### src/rtl/mc_pkg.sv
// Shared encodings for the multicycle RV32I controller: FSM states,
// opcodes, ALU operation codes and datapath mux select values.
package mc_pkg;

   typedef enum logic [3:0] {
      S_FETCH    = 4'd0,
      S_DECODE   = 4'd1,
      S_MEMADR   = 4'd2,
      S_MEMREAD  = 4'd3,
      S_MEMWB    = 4'd4,
      S_MEMWRITE = 4'd5,
      S_EXECUTER = 4'd6,
      S_EXECUTEI = 4'd7,
      S_ALUWB    = 4'd8,
      S_BEQ      = 4'd9,
      S_JAL      = 4'd10,
      S_ILLEGAL  = 4'd11
   } state_t;

   localparam logic [6:0] OP_LW  = 7'b0000011;
   localparam logic [6:0] OP_SW  = 7'b0100011;
   localparam logic [6:0] OP_R   = 7'b0110011;
   localparam logic [6:0] OP_I   = 7'b0010011;
   localparam logic [6:0] OP_BEQ = 7'b1100011;
   localparam logic [6:0] OP_JAL = 7'b1101111;

   localparam logic [1:0] ALUOP_ADD   = 2'b00;
   localparam logic [1:0] ALUOP_SUB   = 2'b01;
   localparam logic [1:0] ALUOP_FUNCT = 2'b10;

   localparam logic [2:0] ALU_ADD = 3'b000;
   localparam logic [2:0] ALU_SUB = 3'b001;
   localparam logic [2:0] ALU_AND = 3'b010;
   localparam logic [2:0] ALU_OR  = 3'b011;
   localparam logic [2:0] ALU_SLT = 3'b101;

   localparam logic [1:0] RES_ALUOUT    = 2'b00;
   localparam logic [1:0] RES_DATA      = 2'b01;
   localparam logic [1:0] RES_ALURESULT = 2'b10;

   localparam logic [1:0] SRCA_PC    = 2'b00;
   localparam logic [1:0] SRCA_OLDPC = 2'b01;
   localparam logic [1:0] SRCA_REGA  = 2'b10;

   localparam logic [1:0] SRCB_WDATA = 2'b00;
   localparam logic [1:0] SRCB_IMM   = 2'b01;
   localparam logic [1:0] SRCB_FOUR  = 2'b10;

   localparam logic [1:0] IMM_I = 2'b00;
   localparam logic [1:0] IMM_S = 2'b01;
   localparam logic [1:0] IMM_B = 2'b10;
   localparam logic [1:0] IMM_J = 2'b11;

endpackage

### src/rtl/multicycle_controller_if.sv
// Control bundle between the multicycle controller and its datapath.
// The controller is the master: it reads instruction fields and the
// zero flag, and drives every select and write strobe.
interface multicycle_controller_if;
   logic [6:0] op;
   logic [2:0] funct3;
   logic       funct7b5;
   logic       zero;

   logic       PCWrite;
   logic       AdrSrc;
   logic       MemWrite;
   logic       IRWrite;
   logic [1:0] ResultSrc;
   logic [1:0] ALUSrcA;
   logic [1:0] ALUSrcB;
   logic [1:0] ImmSrc;
   logic [2:0] ALUControl;
   logic       RegWrite;
   logic       instr_done;
   logic       illegal;

   modport master (
      input  op, funct3, funct7b5, zero,
      output PCWrite, AdrSrc, MemWrite, IRWrite, ResultSrc, ALUSrcA,
             ALUSrcB, ImmSrc, ALUControl, RegWrite, instr_done, illegal
   );

   modport slave (
      output op, funct3, funct7b5, zero,
      input  PCWrite, AdrSrc, MemWrite, IRWrite, ResultSrc, ALUSrcA,
             ALUSrcB, ImmSrc, ALUControl, RegWrite, instr_done, illegal
   );
endinterface

### src/rtl/mc_aludec.sv
// ALU decoder: turns the FSM's ALUOp plus instruction fields into the
// ALU operation code. Unsupported funct3 values quietly fall back to add.
module mc_aludec
   import mc_pkg::*;
(
   input  logic [1:0] i_aluOp,
   input  logic [2:0] i_funct3,
   input  logic       i_funct7b5,
   input  logic       i_opb5,
   output logic [2:0] o_aluControl
);

   // Only R-type (op[5]=1) with funct7b5 set means sub; addi never subtracts
   always_comb begin
      o_aluControl = ALU_ADD;
      case (i_aluOp)
         ALUOP_ADD: o_aluControl = ALU_ADD;
         ALUOP_SUB: o_aluControl = ALU_SUB;
         ALUOP_FUNCT: begin
            case (i_funct3)
               3'b000:  o_aluControl = (i_funct7b5 & i_opb5) ? ALU_SUB : ALU_ADD;
               3'b010:  o_aluControl = ALU_SLT;
               3'b110:  o_aluControl = ALU_OR;
               3'b111:  o_aluControl = ALU_AND;
               default: o_aluControl = ALU_ADD;
            endcase
         end
         default: o_aluControl = ALU_ADD;
      endcase
   end

endmodule

### src/rtl/multicycle_controller.sv
// Moore control FSM for the multicycle RV32I datapath. One state per
// cycle; strobes are masked while reset is held so an aborted
// instruction never writes anything.
module multicycle_controller
   import mc_pkg::*;
(
   input  logic                   clk,
   input  logic                   reset,
   multicycle_controller_if.master bus
);

   state_t     r_state;
   state_t     w_nextState;

   logic       w_pcUpdate;
   logic       w_branch;
   logic       w_adrSrc;
   logic       w_memWrite;
   logic       w_irWrite;
   logic       w_regWrite;
   logic       w_instrDone;
   logic       w_illegal;
   logic [1:0] w_resultSrc;
   logic [1:0] w_aluSrcA;
   logic [1:0] w_aluSrcB;
   logic [1:0] w_aluOp;
   logic [1:0] w_immSrc;
   logic [2:0] w_aluControl;

   // State register; reset always restarts at FETCH
   always_ff @(posedge clk) begin
      if (reset) r_state <= S_FETCH;
      else       r_state <= w_nextState;
   end

   // Next-state logic; op comes from the IR and is only trusted from DECODE on
   always_comb begin
      w_nextState = r_state;
      case (r_state)
         S_FETCH:  w_nextState = S_DECODE;
         S_DECODE: begin
            case (bus.op)
               OP_LW, OP_SW: w_nextState = S_MEMADR;
               OP_R:         w_nextState = S_EXECUTER;
               OP_I:         w_nextState = S_EXECUTEI;
               OP_BEQ:       w_nextState = S_BEQ;
               OP_JAL:       w_nextState = S_JAL;
               default:      w_nextState = S_ILLEGAL;
            endcase
         end
         S_MEMADR:   w_nextState = (bus.op == OP_LW) ? S_MEMREAD : S_MEMWRITE;
         S_MEMREAD:  w_nextState = S_MEMWB;
         S_MEMWB:    w_nextState = S_FETCH;
         S_MEMWRITE: w_nextState = S_FETCH;
         S_EXECUTER: w_nextState = S_ALUWB;
         S_EXECUTEI: w_nextState = S_ALUWB;
         S_ALUWB:    w_nextState = S_FETCH;
         S_BEQ:      w_nextState = S_FETCH;
         S_JAL:      w_nextState = S_ALUWB;
         S_ILLEGAL:  w_nextState = S_ILLEGAL;
         default:    w_nextState = S_ILLEGAL;
      endcase
   end

   // Moore output decode; anything a state does not mention stays 0 / 00
   always_comb begin
      w_pcUpdate  = 1'b0;
      w_branch    = 1'b0;
      w_adrSrc    = 1'b0;
      w_memWrite  = 1'b0;
      w_irWrite   = 1'b0;
      w_regWrite  = 1'b0;
      w_instrDone = 1'b0;
      w_illegal   = 1'b0;
      w_resultSrc = RES_ALUOUT;
      w_aluSrcA   = SRCA_PC;
      w_aluSrcB   = SRCB_WDATA;
      w_aluOp     = ALUOP_ADD;
      case (r_state)
         S_FETCH: begin
            w_irWrite   = 1'b1;
            w_aluSrcB   = SRCB_FOUR;
            w_resultSrc = RES_ALURESULT;
            w_pcUpdate  = 1'b1;
         end
         S_DECODE: begin
            w_aluSrcA = SRCA_OLDPC;
            w_aluSrcB = SRCB_IMM;
         end
         S_MEMADR: begin
            w_aluSrcA = SRCA_REGA;
            w_aluSrcB = SRCB_IMM;
         end
         S_MEMREAD: begin
            w_adrSrc = 1'b1;
         end
         S_MEMWB: begin
            w_resultSrc = RES_DATA;
            w_regWrite  = 1'b1;
            w_instrDone = 1'b1;
         end
         S_MEMWRITE: begin
            w_adrSrc    = 1'b1;
            w_memWrite  = 1'b1;
            w_instrDone = 1'b1;
         end
         S_EXECUTER: begin
            w_aluSrcA = SRCA_REGA;
            w_aluOp   = ALUOP_FUNCT;
         end
         S_EXECUTEI: begin
            w_aluSrcA = SRCA_REGA;
            w_aluSrcB = SRCB_IMM;
            w_aluOp   = ALUOP_FUNCT;
         end
         S_ALUWB: begin
            w_regWrite  = 1'b1;
            w_instrDone = 1'b1;
         end
         S_BEQ: begin
            w_aluSrcA   = SRCA_REGA;
            w_aluOp     = ALUOP_SUB;
            w_branch    = 1'b1;
            w_instrDone = 1'b1;
         end
         S_JAL: begin
            w_aluSrcA  = SRCA_OLDPC;
            w_aluSrcB  = SRCB_FOUR;
            w_pcUpdate = 1'b1;
         end
         S_ILLEGAL: begin
            w_illegal = 1'b1;
         end
         default: begin
            w_illegal = 1'b1;
         end
      endcase
   end

   // Immediate format follows the opcode directly, independent of state
   always_comb begin
      w_immSrc = IMM_I;
      case (bus.op)
         OP_LW, OP_I: w_immSrc = IMM_I;
         OP_SW:       w_immSrc = IMM_S;
         OP_BEQ:      w_immSrc = IMM_B;
         OP_JAL:      w_immSrc = IMM_J;
         default:     w_immSrc = IMM_I;
      endcase
   end

   mc_aludec u_aludec (
      .i_aluOp      (w_aluOp),
      .i_funct3     (bus.funct3),
      .i_funct7b5   (bus.funct7b5),
      .i_opb5       (bus.op[5]),
      .o_aluControl (w_aluControl)
   );

   assign bus.PCWrite    = ~reset & ((w_branch & bus.zero) | w_pcUpdate);
   assign bus.IRWrite    = ~reset & w_irWrite;
   assign bus.RegWrite   = ~reset & w_regWrite;
   assign bus.MemWrite   = ~reset & w_memWrite;
   assign bus.instr_done = ~reset & w_instrDone;
   assign bus.AdrSrc     = w_adrSrc;
   assign bus.illegal    = w_illegal;
   assign bus.ResultSrc  = w_resultSrc;
   assign bus.ALUSrcA    = w_aluSrcA;
   assign bus.ALUSrcB    = w_aluSrcB;
   assign bus.ImmSrc     = w_immSrc;
   assign bus.ALUControl = w_aluControl;

endmodule

### src/flat_wrapper.sv
// flat-port wrapper written by rule: the top's interface ports become plain ports
module multicycle_controller_flat import mc_pkg::*;
  (clk, reset, bus_op, bus_funct3, bus_funct7b5, bus_zero, bus_PCWrite, bus_AdrSrc, bus_MemWrite, bus_IRWrite, bus_ResultSrc, bus_ALUSrcA, bus_ALUSrcB, bus_ImmSrc, bus_ALUControl, bus_RegWrite, bus_instr_done, bus_illegal);
  multicycle_controller_if bus_i ();
  input  logic clk;
  input  logic reset;
  input wire logic [$bits(bus_i.op)-1:0] bus_op;
  input wire logic [$bits(bus_i.funct3)-1:0] bus_funct3;
  input wire logic [$bits(bus_i.funct7b5)-1:0] bus_funct7b5;
  input wire logic [$bits(bus_i.zero)-1:0] bus_zero;
  output wire logic [$bits(bus_i.PCWrite)-1:0] bus_PCWrite;
  output wire logic [$bits(bus_i.AdrSrc)-1:0] bus_AdrSrc;
  output wire logic [$bits(bus_i.MemWrite)-1:0] bus_MemWrite;
  output wire logic [$bits(bus_i.IRWrite)-1:0] bus_IRWrite;
  output wire logic [$bits(bus_i.ResultSrc)-1:0] bus_ResultSrc;
  output wire logic [$bits(bus_i.ALUSrcA)-1:0] bus_ALUSrcA;
  output wire logic [$bits(bus_i.ALUSrcB)-1:0] bus_ALUSrcB;
  output wire logic [$bits(bus_i.ImmSrc)-1:0] bus_ImmSrc;
  output wire logic [$bits(bus_i.ALUControl)-1:0] bus_ALUControl;
  output wire logic [$bits(bus_i.RegWrite)-1:0] bus_RegWrite;
  output wire logic [$bits(bus_i.instr_done)-1:0] bus_instr_done;
  output wire logic [$bits(bus_i.illegal)-1:0] bus_illegal;
  assign bus_i.op = bus_op;
  assign bus_i.funct3 = bus_funct3;
  assign bus_i.funct7b5 = bus_funct7b5;
  assign bus_i.zero = bus_zero;
  assign bus_PCWrite = bus_i.PCWrite;
  assign bus_AdrSrc = bus_i.AdrSrc;
  assign bus_MemWrite = bus_i.MemWrite;
  assign bus_IRWrite = bus_i.IRWrite;
  assign bus_ResultSrc = bus_i.ResultSrc;
  assign bus_ALUSrcA = bus_i.ALUSrcA;
  assign bus_ALUSrcB = bus_i.ALUSrcB;
  assign bus_ImmSrc = bus_i.ImmSrc;
  assign bus_ALUControl = bus_i.ALUControl;
  assign bus_RegWrite = bus_i.RegWrite;
  assign bus_instr_done = bus_i.instr_done;
  assign bus_illegal = bus_i.illegal;
  multicycle_controller u_core (.clk(clk), .reset(reset), .bus(bus_i));
endmodule
### config.mk
export PLATFORM = sky130hd
export DESIGN_NAME = multicycle_controller_flat
export DESIGN_NICKNAME = d
export VERILOG_FILES = /design/src/rtl/mc_pkg.sv /design/src/rtl/multicycle_controller_if.sv /design/src/rtl/mc_aludec.sv /design/src/rtl/multicycle_controller.sv /design/src/flat_wrapper.sv
export SDC_FILE = /design/constraint.sdc
export NUM_CORES = 1
export LEC_CHECK = 0
export BUFFER_PORTS_ARGS = -buffer_cell sky130_fd_sc_hd__buf_4
export CORE_MARGIN = 1.5
export CORE_UTILIZATION = 40
export CTS_BUF_LIST = sky130_fd_sc_hd__clkbuf_16
export DETAILED_ROUTE_END_ITERATION = 12
export PLACE_DENSITY_LB_ADDON = 0.15
export SETUP_SLACK_MARGIN = 0.15
export SKIP_CTS_REPAIR_TIMING = 1
export SYNTH_ARGS = -nofsm -noshare
export SYNTH_HDL_FRONTEND = slang
export SYNTH_SLANG_ARGS = --single-unit
### constraint.sdc
create_clock -name clk -period 4.42 [get_ports clk]
set_input_delay 0.221 -clock clk [delete_from_list [all_inputs] [get_ports clk]]
set_output_delay 0.221 -clock clk [all_outputs]
set_load 0.05 [all_outputs]
==> impl_table.tex, run 1 <==
\begin{tabular}{lr}
\hline
Metric & Value \\
\hline
\multicolumn{2}{l}{\textbf{Synthesis}} \\
\quad Average instance area after synthesis & between 6 and 7 um2 \\
\quad Cells after Synth & 85 \\
\quad Sequential-to-total area share from yosys stat & between 10\% and 20\% \\
\quad Synthesized cell area & approximately 550 um2 \\
\quad Seq cells post-synth & 4 \\
\quad YS warnings & 0 \\
\quad Net count of the mapped netlist & 101 \\
\quad Unique cell type count in the Yosys netlist & 34 \\
\multicolumn{2}{l}{\textbf{STA}} \\
\quad Final worst-path cycle share & 52.7\% \\
\quad Min cycle time layout & 2.33 ns \\
\quad Transition time at the pin with the least slew margin & $\sim$0.7 ns \\
\quad Aggregate negative setup slack & 0 ns \\
\quad Pins over their slew limit & 0 \\
\quad Max-Slew Margin vs Limit & 54.1\% \\
\quad Clock Skew & 0.00161 ns \\
\quad Maximum clock frequency & between 400 and 500 MHz \\
\quad Worst hold slack & 0.231 ns \\
\quad Hold Violations, Final & 0 \\
\quad Final setup fails & 0 \\
\quad Unrepaired setup endpoints after global routing & no \\
\quad Final worst-path setup slack & 2.09 ns \\
\multicolumn{2}{l}{\textbf{Worst setup path}} \\
\quad Crit end category & primary output \\
\quad Cell breakdown of the critical path & inv\_1 -> nor2\_1 -> nand3\_1 -> ha\_1 -> nor4\_1 -> buf\_4 \\
\quad Cell family with the largest share of critical-path delay & simple AND/OR/NAND/NOR gates \\
\quad Critical path class & reg -> out \\
\quad Critical Path AT & around 2.1 ns \\
\quad R2R Setup Slk & 2.95 ns \\
\quad Critical-path maximum fanout & 10 \\
\quad Peak per-stage delay on the critical path & 0.53 ns \\
\quad Buf/Inv on CP & 2 \\
\quad Worst Path Required & 4.20 ns \\
\quad CP startpoint kind & flip-flop \\
\quad Slowest stage cell on the critical path & sky130\_fd\_sc\_hd\_\_dfxtp\_1 \\
\multicolumn{2}{l}{\textbf{Die}} \\
\quad Area of the core & 1280 um2 \\
\quad Chip Height & about 40 um \\
\quad Full die area & 1600 um2 \\
\quad Die Width & 40.0 um \\
\quad Number of cell rows & 13 \\
\quad Effective utilization at floorplan & between 40\% and 50\% \\
\quad Number of top-level pins & 32 \\
\multicolumn{2}{l}{\textbf{Global route}} \\
\quad Maximum number of pins on one net before global-route repair & 22 \\
\quad Global route overflow & 0 \\
\quad Global Route Usage Sum & 20.0\% \\
\quad Antenna violations before repair & 0 \\
\quad First-pass GRT wire length & $\sim$2.2 mm \\
\quad Vias in the first global route & 537 \\
\multicolumn{2}{l}{\textbf{Final layout}} \\
\quad Most frequent standard cell in the layout excluding fill and tap cells & sky130\_fd\_sc\_hd\_\_buf\_4 \\
\quad Fill count & 108 \\
\quad Commonest cells after routing, fill and taps aside & 31 x sky130\_fd\_sc\_hd\_\_buf\_4, 10 x sky130\_fd\_sc\_hd\_\_nor2\_1, 9 x sky130\_fd\_sc\_hd\_\_nor3\_1 \\
\quad NumNets Final & 130 \\
\quad Max reg flops & 4 \\
\quad Layout overhead on the synthesized area & 54.5\% \\
\quad Fraction of final layout cells sized beyond drive strength 1 & 33.0\% \\
\quad Post-route cell area & 845 um2 \\
\quad Register bank with the most flops & u\_core.r\_state \\
\quad Antenna cell count & 0 \\
\quad Multi-input gate area & 419 um2 \\
\quad Total area of sequential cells & 80.1 um2 \\
\quad Biggest registers after layout & u\_core.r\_state: 4 flops \\
\multicolumn{2}{l}{\textbf{Pwr}} \\
\quad Combinational power share & 44.6\% \\
\quad P\_int & 0.213 mW \\
\quad Net Switching & 0.151 mW \\
\quad Max rail drop VDD & 0.199 mV \\
\quad Leak pwr & 0.410 nW \\
\quad Part of the power in registers & 16.7\% \\
\quad Power density over the cells & 430 nW/um2 \\
\quad Net switching fraction of the power & 41.5\% \\
\quad Clock network fraction of total power & 38.7\% \\
\multicolumn{2}{l}{\textbf{Run}} \\
\quad Max\_cap viols & 0 \\
\multicolumn{2}{l}{\textbf{Clock tree}} \\
\quad CTS tree & done \\
\quad Count of clock tree sinks & 4 \\
\quad Level count of the clock H-tree & 1 \\
\quad Buffer depth of the longest clock path & 2 \\
\quad Number of CTS-inserted buffers & 3 \\
\quad CTS clock-pin slew for the worst setup and hold paths & approximately 0.03 ns \\
\quad CTS root buffer & sky130\_fd\_sc\_hd\_\_clkbuf\_16 \\
\quad Worst skew pair latency & 0.22 ns \\
\multicolumn{2}{l}{\textbf{Detailed routing}} \\
\quad Count of antenna-violating nets left after detailed routing & 0 \\
\quad Post-route DRC violation count & 0 \\
\quad Detail-routed net length per standard cell & 11.6 um \\
\quad Number of violations reported at the end of detailed-routing iteration 0 & 12 \\
\quad Avg Vias per Cell & around 5.4 \\
\quad Total iterations of the first detailed-routing run & 4 \\
\quad Wire length reported by the detailed router & 1.48 mm \\
\quad Via count of the routed design & 684 \\
\multicolumn{2}{l}{\textbf{Place}} \\
\quad Port Buffers & 31 \\
\quad Half-perimeter wire length after placement & 1.07 mm \\
\quad Worst-case setup slack after placement & 2.31 ns \\
\quad Final RePlAce weighted congestion & 0.804 \\
\quad Placed Instance Area & 769 um2 \\
\multicolumn{2}{l}{\textbf{Outcome}} \\
\quad Status & finished, final reports clean \\
\multicolumn{2}{l}{\textbf{Min path}} \\
\quad Classification of the worst-slack hold path & in -> reg \\
\hline
\end{tabular}
==> cell families (layout without fill, tap and decap cells) <==
kind of cell / after synthesis / in the layout / share of synthesized area (%)
AO/OA/AOI/OAI: 18 / 18 / 22.2
XOR/XNOR: 3 / 3 / 4.81
adder cells (fa/ha/maj): 3 / 3 / 6.41
buffers and inverters: 12 / 39 / 8.69
flip-flops: 4 / 4 / 14.6
AND/OR/NAND/NOR: 45 / 45 / 43.3
==> cell usage after synthesis <==
master,instances,area [um2]
sky130_fd_sc_hd__clkbuf_1,4,15.0
sky130_fd_sc_hd__a211oi_1,2,15.0
sky130_fd_sc_hd__buf_2,2,10.0
sky130_fd_sc_hd__a21oi_1,7,35.0
sky130_fd_sc_hd__or3_4,1,11.3
sky130_fd_sc_hd__ha_1,2,25.0
sky130_fd_sc_hd__nand2_1,7,26.3
sky130_fd_sc_hd__or3_1,2,12.5
sky130_fd_sc_hd__dfxtp_1,4,80.1
sky130_fd_sc_hd__a21o_1,2,15.0
sky130_fd_sc_hd__or4_1,1,7.51
sky130_fd_sc_hd__buf_1,1,3.75
sky130_fd_sc_hd__nor4_1,2,12.5
sky130_fd_sc_hd__inv_1,5,18.8
sky130_fd_sc_hd__o211ai_1,2,15.0
sky130_fd_sc_hd__nor2_1,10,37.5
sky130_fd_sc_hd__or2_4,1,8.76
sky130_fd_sc_hd__a31oi_1,1,6.26
sky130_fd_sc_hd__o31ai_1,1,7.51
sky130_fd_sc_hd__xor2_1,1,8.76
sky130_fd_sc_hd__and3_1,1,6.26
sky130_fd_sc_hd__and2_1,1,6.26
sky130_fd_sc_hd__or3b_1,1,8.76
sky130_fd_sc_hd__nor3_1,9,45.0
sky130_fd_sc_hd__maj3_1,1,10.0
sky130_fd_sc_hd__nand4_1,1,6.26
sky130_fd_sc_hd__xnor2_1,2,17.5
sky130_fd_sc_hd__o311a_1,1,10.0
sky130_fd_sc_hd__a2111o_1,1,11.3
sky130_fd_sc_hd__or2_2,1,6.26
sky130_fd_sc_hd__nand3_1,3,15.0
sky130_fd_sc_hd__nand3b_1,1,7.51
sky130_fd_sc_hd__o22ai_1,1,6.26
sky130_fd_sc_hd__nand2b_1,3,18.8
==> power by group through the flow <==
stage	Sequential (mW)	Combinational (mW)	Clock, mW
after CTS	0.0605	0.163	0.142
after global placement	0.0601	0.162	0
after floorplan	0.0432	0.133	0
after detailed placement	0.0612	0.162	0
after global routing	0.0623	0.173	0.145
final	0.0609	0.162	0.141
==> final timing paths <==
check | cells past startpoint | end | startpoint
max reg2reg | 3 | u_core.r_state[1] | u_core.r_state[1]
min | 2 | u_core.r_state[3] | reset
min reg2reg | 2 | u_core.r_state[0] | u_core.r_state[0]
max | 6 | bus_ALUControl[2] | u_core.r_state[0]
==> layer usage <==
metal	part of all wire (%)	track usage [%]	routed length, um	vias up
met1	42	25.0	623	289
met2	51	32.7	750	33
met5	0	0	0	-
met3	7.0	3.33	103	0
met4	0	10.3	0	0
li1	-	-	-	362
==> stage by stage <==
stage / instances / util [%] / power [mW]
6_report: 127 / 65.7 / 0.364
5_1_grt: 127 / 65.7 / 0.380
3_3_place_gp: 124 / 59.9 / 0.222
2_1_floorplan: 85 / - / 0.176
3_5_place_dp: 124 / 59.9 / 0.223
4_1_cts: 127 / 65.7 / 0.366
==> worst register-to-register path, cell delays in order, from the launching register on <==
cell	delay [ns]
sky130_fd_sc_hd__dfxtp_1	0.75
sky130_fd_sc_hd__nand3_1	0.13
sky130_fd_sc_hd__or4_1	0.42
sky130_fd_sc_hd__o211ai_1	0.10
==> final cells by class <==
class	count	share of cell area, %
Multi-Input combinational cell	69	49.6
Tap cell	15	2.22
Sequential cell	4	9.48
Clock buffer	3	8.89
Inverter	5	2.22
Timing Repair Buffer	31	27.6
No activity file was read; power rests on OpenSTA's default activity.
==> run 2: changes to the inputs <==
--- a/config.mk
+++ b/config.mk
@@ -5,11 +5,12 @@
 export SDC_FILE = /design/constraint.sdc
 export NUM_CORES = 1
 export LEC_CHECK = 0
+export ABC_AREA = 1
 export BUFFER_PORTS_ARGS = -buffer_cell sky130_fd_sc_hd__buf_4
-export CORE_MARGIN = 1.5
-export CORE_UTILIZATION = 40
+export CORE_AREA = 2 2 39 41
 export CTS_BUF_LIST = sky130_fd_sc_hd__clkbuf_16
 export DETAILED_ROUTE_END_ITERATION = 12
+export DIE_AREA = 0 0 41 43
 export PLACE_DENSITY_LB_ADDON = 0.15
 export SETUP_SLACK_MARGIN = 0.15
 export SKIP_CTS_REPAIR_TIMING = 1
==> constraint.sdc (replaced) <==
create_clock -name clk -period 2.3 [get_ports clk]
set_input_delay 0.115 -clock clk [delete_from_list [all_inputs] [get_ports clk]]
set_output_delay 0.115 -clock clk [all_outputs]
set_load 0.05 [all_outputs]
==> run 2 against run 1 <==
  * Final area unchanged
  * Critical path depth unchanged
  * Sequential share of layout area unchanged
  * Routed wire length down 2.1%
  * Setup slack worse by 1.7 ns
  * Clock power up 89%
  * First-iteration DRC count up 92%
==> impl_table.tex, run 2 <==
\begin{tabular}{lr}
\hline
Metric & Value \\
\hline
\multicolumn{2}{l}{\textbf{Detailed routing}} \\
\quad Post-route DRC violation count & 0 (unchanged) \\
\quad Avg Vias per Cell & 4.79 (-11\%) \\
\quad Count of antenna-violating nets left after detailed routing & 0 (unchanged) \\
\quad Via count of the routed design & 713 (+4.2\%) \\
\quad Number of violations reported at the end of detailed-routing iteration 0 & 23 (+11) \\
\quad Total iterations of the first detailed-routing run & 4 (unchanged) \\
\quad Detail-routed net length per standard cell & 9.70 um (-17\%) \\
\quad Wire length reported by the detailed router & 1.45 mm (-2.1\%) \\
\multicolumn{2}{l}{\textbf{Synthesis}} \\
\quad Post-synth top area share & 18.2\% (+3.6 points) \\
\quad Unique cell type count in the Yosys netlist & 18 (-47\%) \\
\quad Sequential-to-total area share from yosys stat & 15.6\% (+0.93 points) \\
\quad Cells after Synth & 100 (+18\%) \\
\quad Leading post-synthesis cells by cell area & sky130\_fd\_sc\_hd\_\_nand2\_1 18\%, sky130\_fd\_sc\_hd\_\_dfxtp\_1 16\%, sky130\_fd\_sc\_hd\_\_nor2\_1 15\% \\
\quad Seq cells post-synth & 4 (unchanged) \\
\quad Leading register cell type out of synthesis & sky130\_fd\_sc\_hd\_\_dfxtp\_1 \\
\quad Average instance area after synthesis & 5.14 um2 (-20\%) \\
\quad Yosys top cell by area & sky130\_fd\_sc\_hd\_\_nand2\_1 \\
\quad Post-synthesis async set-or-reset flop share & 0\% (unchanged) \\
\quad Net count of the mapped netlist & 116 (+15\%) \\
\quad Count leader, synth & sky130\_fd\_sc\_hd\_\_nand2\_1 \\
\quad Number of synthesized flops with an enable pin & 0 (unchanged) \\
\quad Synthesized cell area & 514 um2 (-5.9\%) \\
\quad Leading cell types by count after synthesis & 25 x sky130\_fd\_sc\_hd\_\_nand2\_1, 20 x sky130\_fd\_sc\_hd\_\_nor2\_1, 17 x sky130\_fd\_sc\_hd\_\_inv\_1, 7 x sky130\_fd\_sc\_hd\_\_nand3\_1, 5 x sky130\_fd\_sc\_hd\_\_a21oi\_1 \\
\quad YS warnings & 0 (unchanged) \\
\multicolumn{2}{l}{\textbf{Final layout}} \\
\quad Commonest cells after routing, fill and taps aside & 31 x sky130\_fd\_sc\_hd\_\_buf\_4, 25 x sky130\_fd\_sc\_hd\_\_nand2\_1, 20 x sky130\_fd\_sc\_hd\_\_nor2\_1 \\
\quad NumNets Final & 151 (+16\%) \\
\quad Layout overhead on the synthesized area & 64.2\% \\
\quad Biggest registers after layout & u\_core.r\_state: 4 flops \\
\quad Register bank with the most flops & u\_core.r\_state \\
\quad Most frequent standard cell in the layout excluding fill and tap cells & sky130\_fd\_sc\_hd\_\_buf\_4 \\
\quad Antenna cell count & 0 (unchanged) \\
\quad Fraction of final layout cells sized beyond drive strength 1 & 33.1\% (+0.047 points) \\
\quad Max reg flops & 4 (unchanged) \\
\quad Post-route cell area & 845 um2 (unchanged) \\
\quad Final cell utilization of the core & 61.0\% (-4.7 points) \\
\quad Fill count & 140 (+30\%) \\
\multicolumn{2}{l}{\textbf{Die}} \\
\quad Die Width & 41 um (+2.6\%) \\
\quad Number of cell rows & 14 (+1) \\
\quad Effective utilization at floorplan & 37.2\% (-5.4 points) \\
\quad Number of top-level pins & 32 (unchanged) \\
\quad Full die area & 1760 um2 (+10\%) \\
\quad Chip Height & 43 um (+7.6\%) \\
\quad Area of the core & 1380 um2 (+7.7\%) \\
\multicolumn{2}{l}{\textbf{Global route}} \\
\quad Maximum number of pins on one net before global-route repair & 9 (-59\%) \\
\quad First-pass GRT wire length & 2.28 mm (+5.1\%) \\
\quad Antenna violations before repair & 0 (unchanged) \\
\quad Global route overflow & 0 (unchanged) \\
\quad Global Route Usage Sum & 18.1\% (-2.0 points) \\
\quad Vias in the first global route & 587 (+9.3\%) \\
\multicolumn{2}{l}{\textbf{Pwr}} \\
\quad Leak pwr & 0.468 nW (+14\%) \\
\quad Net switching fraction of the power & 50.7\% (+9.2 points) \\
\quad Part of the power in registers & 11.3\% (-5.4 points) \\
\quad Net Switching & 0.506 mW (+240\%) \\
\quad Power density over the cells & 1180 nW/um2 (+170\%) \\
\quad Combinational power share & 62.0\% (+17 points) \\
\quad Post-route total power & 0.998 mW (+170\%) \\
\quad Clock network fraction of total power & 26.7\% (-12 points) \\
\quad P\_int & 0.492 mW (+130\%) \\
\quad Max rail drop VDD & 0.769 mV (+290\%) \\
\multicolumn{2}{l}{\textbf{Worst setup path}} \\
\quad Critical Path AT & 1.81 ns (-0.30 ns) \\
\quad Critical-path maximum fanout & 6 (-4) \\
\quad Crit end category & primary output \\
\quad CP startpoint kind & flip-flop \\
\quad Worst Path Required & 2.18 ns (-2.02 ns) \\
\quad Critical path class & reg -> out \\
\multicolumn{2}{l}{\textbf{STA}} \\
\quad Max-Slew Margin vs Limit & 78.1\% (+24 points) \\
\quad Hold Violations, Final & 0 (unchanged) \\
\quad Final setup fails & 0 (unchanged) \\
\quad Aggregate negative setup slack & 0 ns (unchanged) \\
\quad Final worst-path cycle share & 83.6\% \\
\quad Transition time at the pin with the least slew margin & 0.326 ns (-0.362 ns) \\
\quad Min cycle time layout & 1.92 ns \\
\quad Unrepaired setup endpoints after global routing & no \\
\quad Maximum clock frequency & between 500 and 600 MHz \\
\quad Pins over their slew limit & 0 (unchanged) \\
\quad Clock Skew & 0.00232 ns (+0.000710 ns) \\
\multicolumn{2}{l}{\textbf{Clock tree}} \\
\quad Worst skew pair latency & 0.22 ns (about the same) \\
\quad CTS clock-pin slew for the worst setup and hold paths & 0.03 ns (about the same) \\
\quad Number of CTS-inserted buffers & 3 (unchanged) \\
\quad Count of clock tree sinks & 4 (unchanged) \\
\quad Buffer depth of the longest clock path & 2 (unchanged) \\
\quad Level count of the clock H-tree & 1 (unchanged) \\
\quad CTS root buffer & sky130\_fd\_sc\_hd\_\_clkbuf\_16 \\
\quad CTS tree & done \\
\multicolumn{2}{l}{\textbf{Place}} \\
\quad Half-perimeter wire length after placement & 1.20 mm (+12\%) \\
\quad Final RePlAce weighted congestion & 0.772 (-4.0\%) \\
\quad Placed Instance Area & 769 um2 (unchanged) \\
\quad Port Buffers & 31 (unchanged) \\
\multicolumn{2}{l}{\textbf{Outcome}} \\
\quad Status & finished, final reports clean \\
\multicolumn{2}{l}{\textbf{Run}} \\
\quad Max\_cap viols & 0 (unchanged) \\
\multicolumn{2}{l}{\textbf{Min path}} \\
\quad Classification of the worst-slack hold path & in -> reg \\
\hline
\end{tabular}
==> run 2: final cells by class <==
class	count	area, um2	share of cell area (%)
multi-input combinational	76	365	43.3
sequential	4	80.1	9.48
timing repair buffer	31	233	27.6
clock buffer	3	75.1	8.89
inverter	19	71.3	8.44
tap	16	20.0	2.37
==> run 2: routing by layer <==
metal	global-route usage [%]	share of wire, %	up-vias
li1	-	-	379
met1	22.1	41	309
met2	30.9	51	25
met3	3.14	8.4	0
met4	4.00	0	0
met5	0	0	-
==> run 2: critical path, stage by stage (launching register included) <==
cell and delay (ns):
sky130_fd_sc_hd__dfxtp_1 0.42, sky130_fd_sc_hd__nand2_2 0.13, sky130_fd_sc_hd__nor2_2 0.18, sky130_fd_sc_hd__inv_2 0.07, sky130_fd_sc_hd__ha_1 0.32, sky130_fd_sc_hd__nor4_2 0.22, sky130_fd_sc_hd__buf_4 0.24
==> run 2: power groups by stage <==
stage / clock [mW] / sequential (mW) / combinational [mW]
5_1_grt: 0.276 / 0.115 / 0.676
4_1_cts: 0.269 / 0.112 / 0.624
6_report: 0.267 / 0.112 / 0.619
3_3_place_gp: 0 / 0.111 / 0.617
2_1_floorplan: 0 / 0.107 / 0.456
3_5_place_dp: 0 / 0.112 / 0.621
==> run 2: stage by stage <==
stage                     hold slack (ns)  cells  worst slack, ns
after floorplan                     0.335    100            0.245
after global placement              0.351    146            0.622
after detailed placement            0.354    146            0.608
after CTS                           0.134    149            0.369
after global routing                0.139    149            0.259
final                               0.132    149            0.376
==> run 2: worst paths after layout <==
path / startpoint / to / slack (ns) / cells after the start
setup / recovery: u_core.r_state[0] / bus_ALUControl[2] / 0.38 / 6
hold / removal: reset / u_core.r_state[2] / 0.13 / 2
setup reg to reg: u_core.r_state[1] / u_core.r_state[0] / 1.18 / 9
hold reg to reg: u_core.r_state[3] / u_core.r_state[1] / 0.68 / 4
==> run 2: logic make-up after synthesis <==
logic type / share of synthesized area (%)
AND/OR/NAND/NOR: 55.5
AO/OA/AOI/OAI: 9.49
flip-flops: 15.6
adder cells (fa/ha/maj): 4.87
buffers and inverters: 14.6
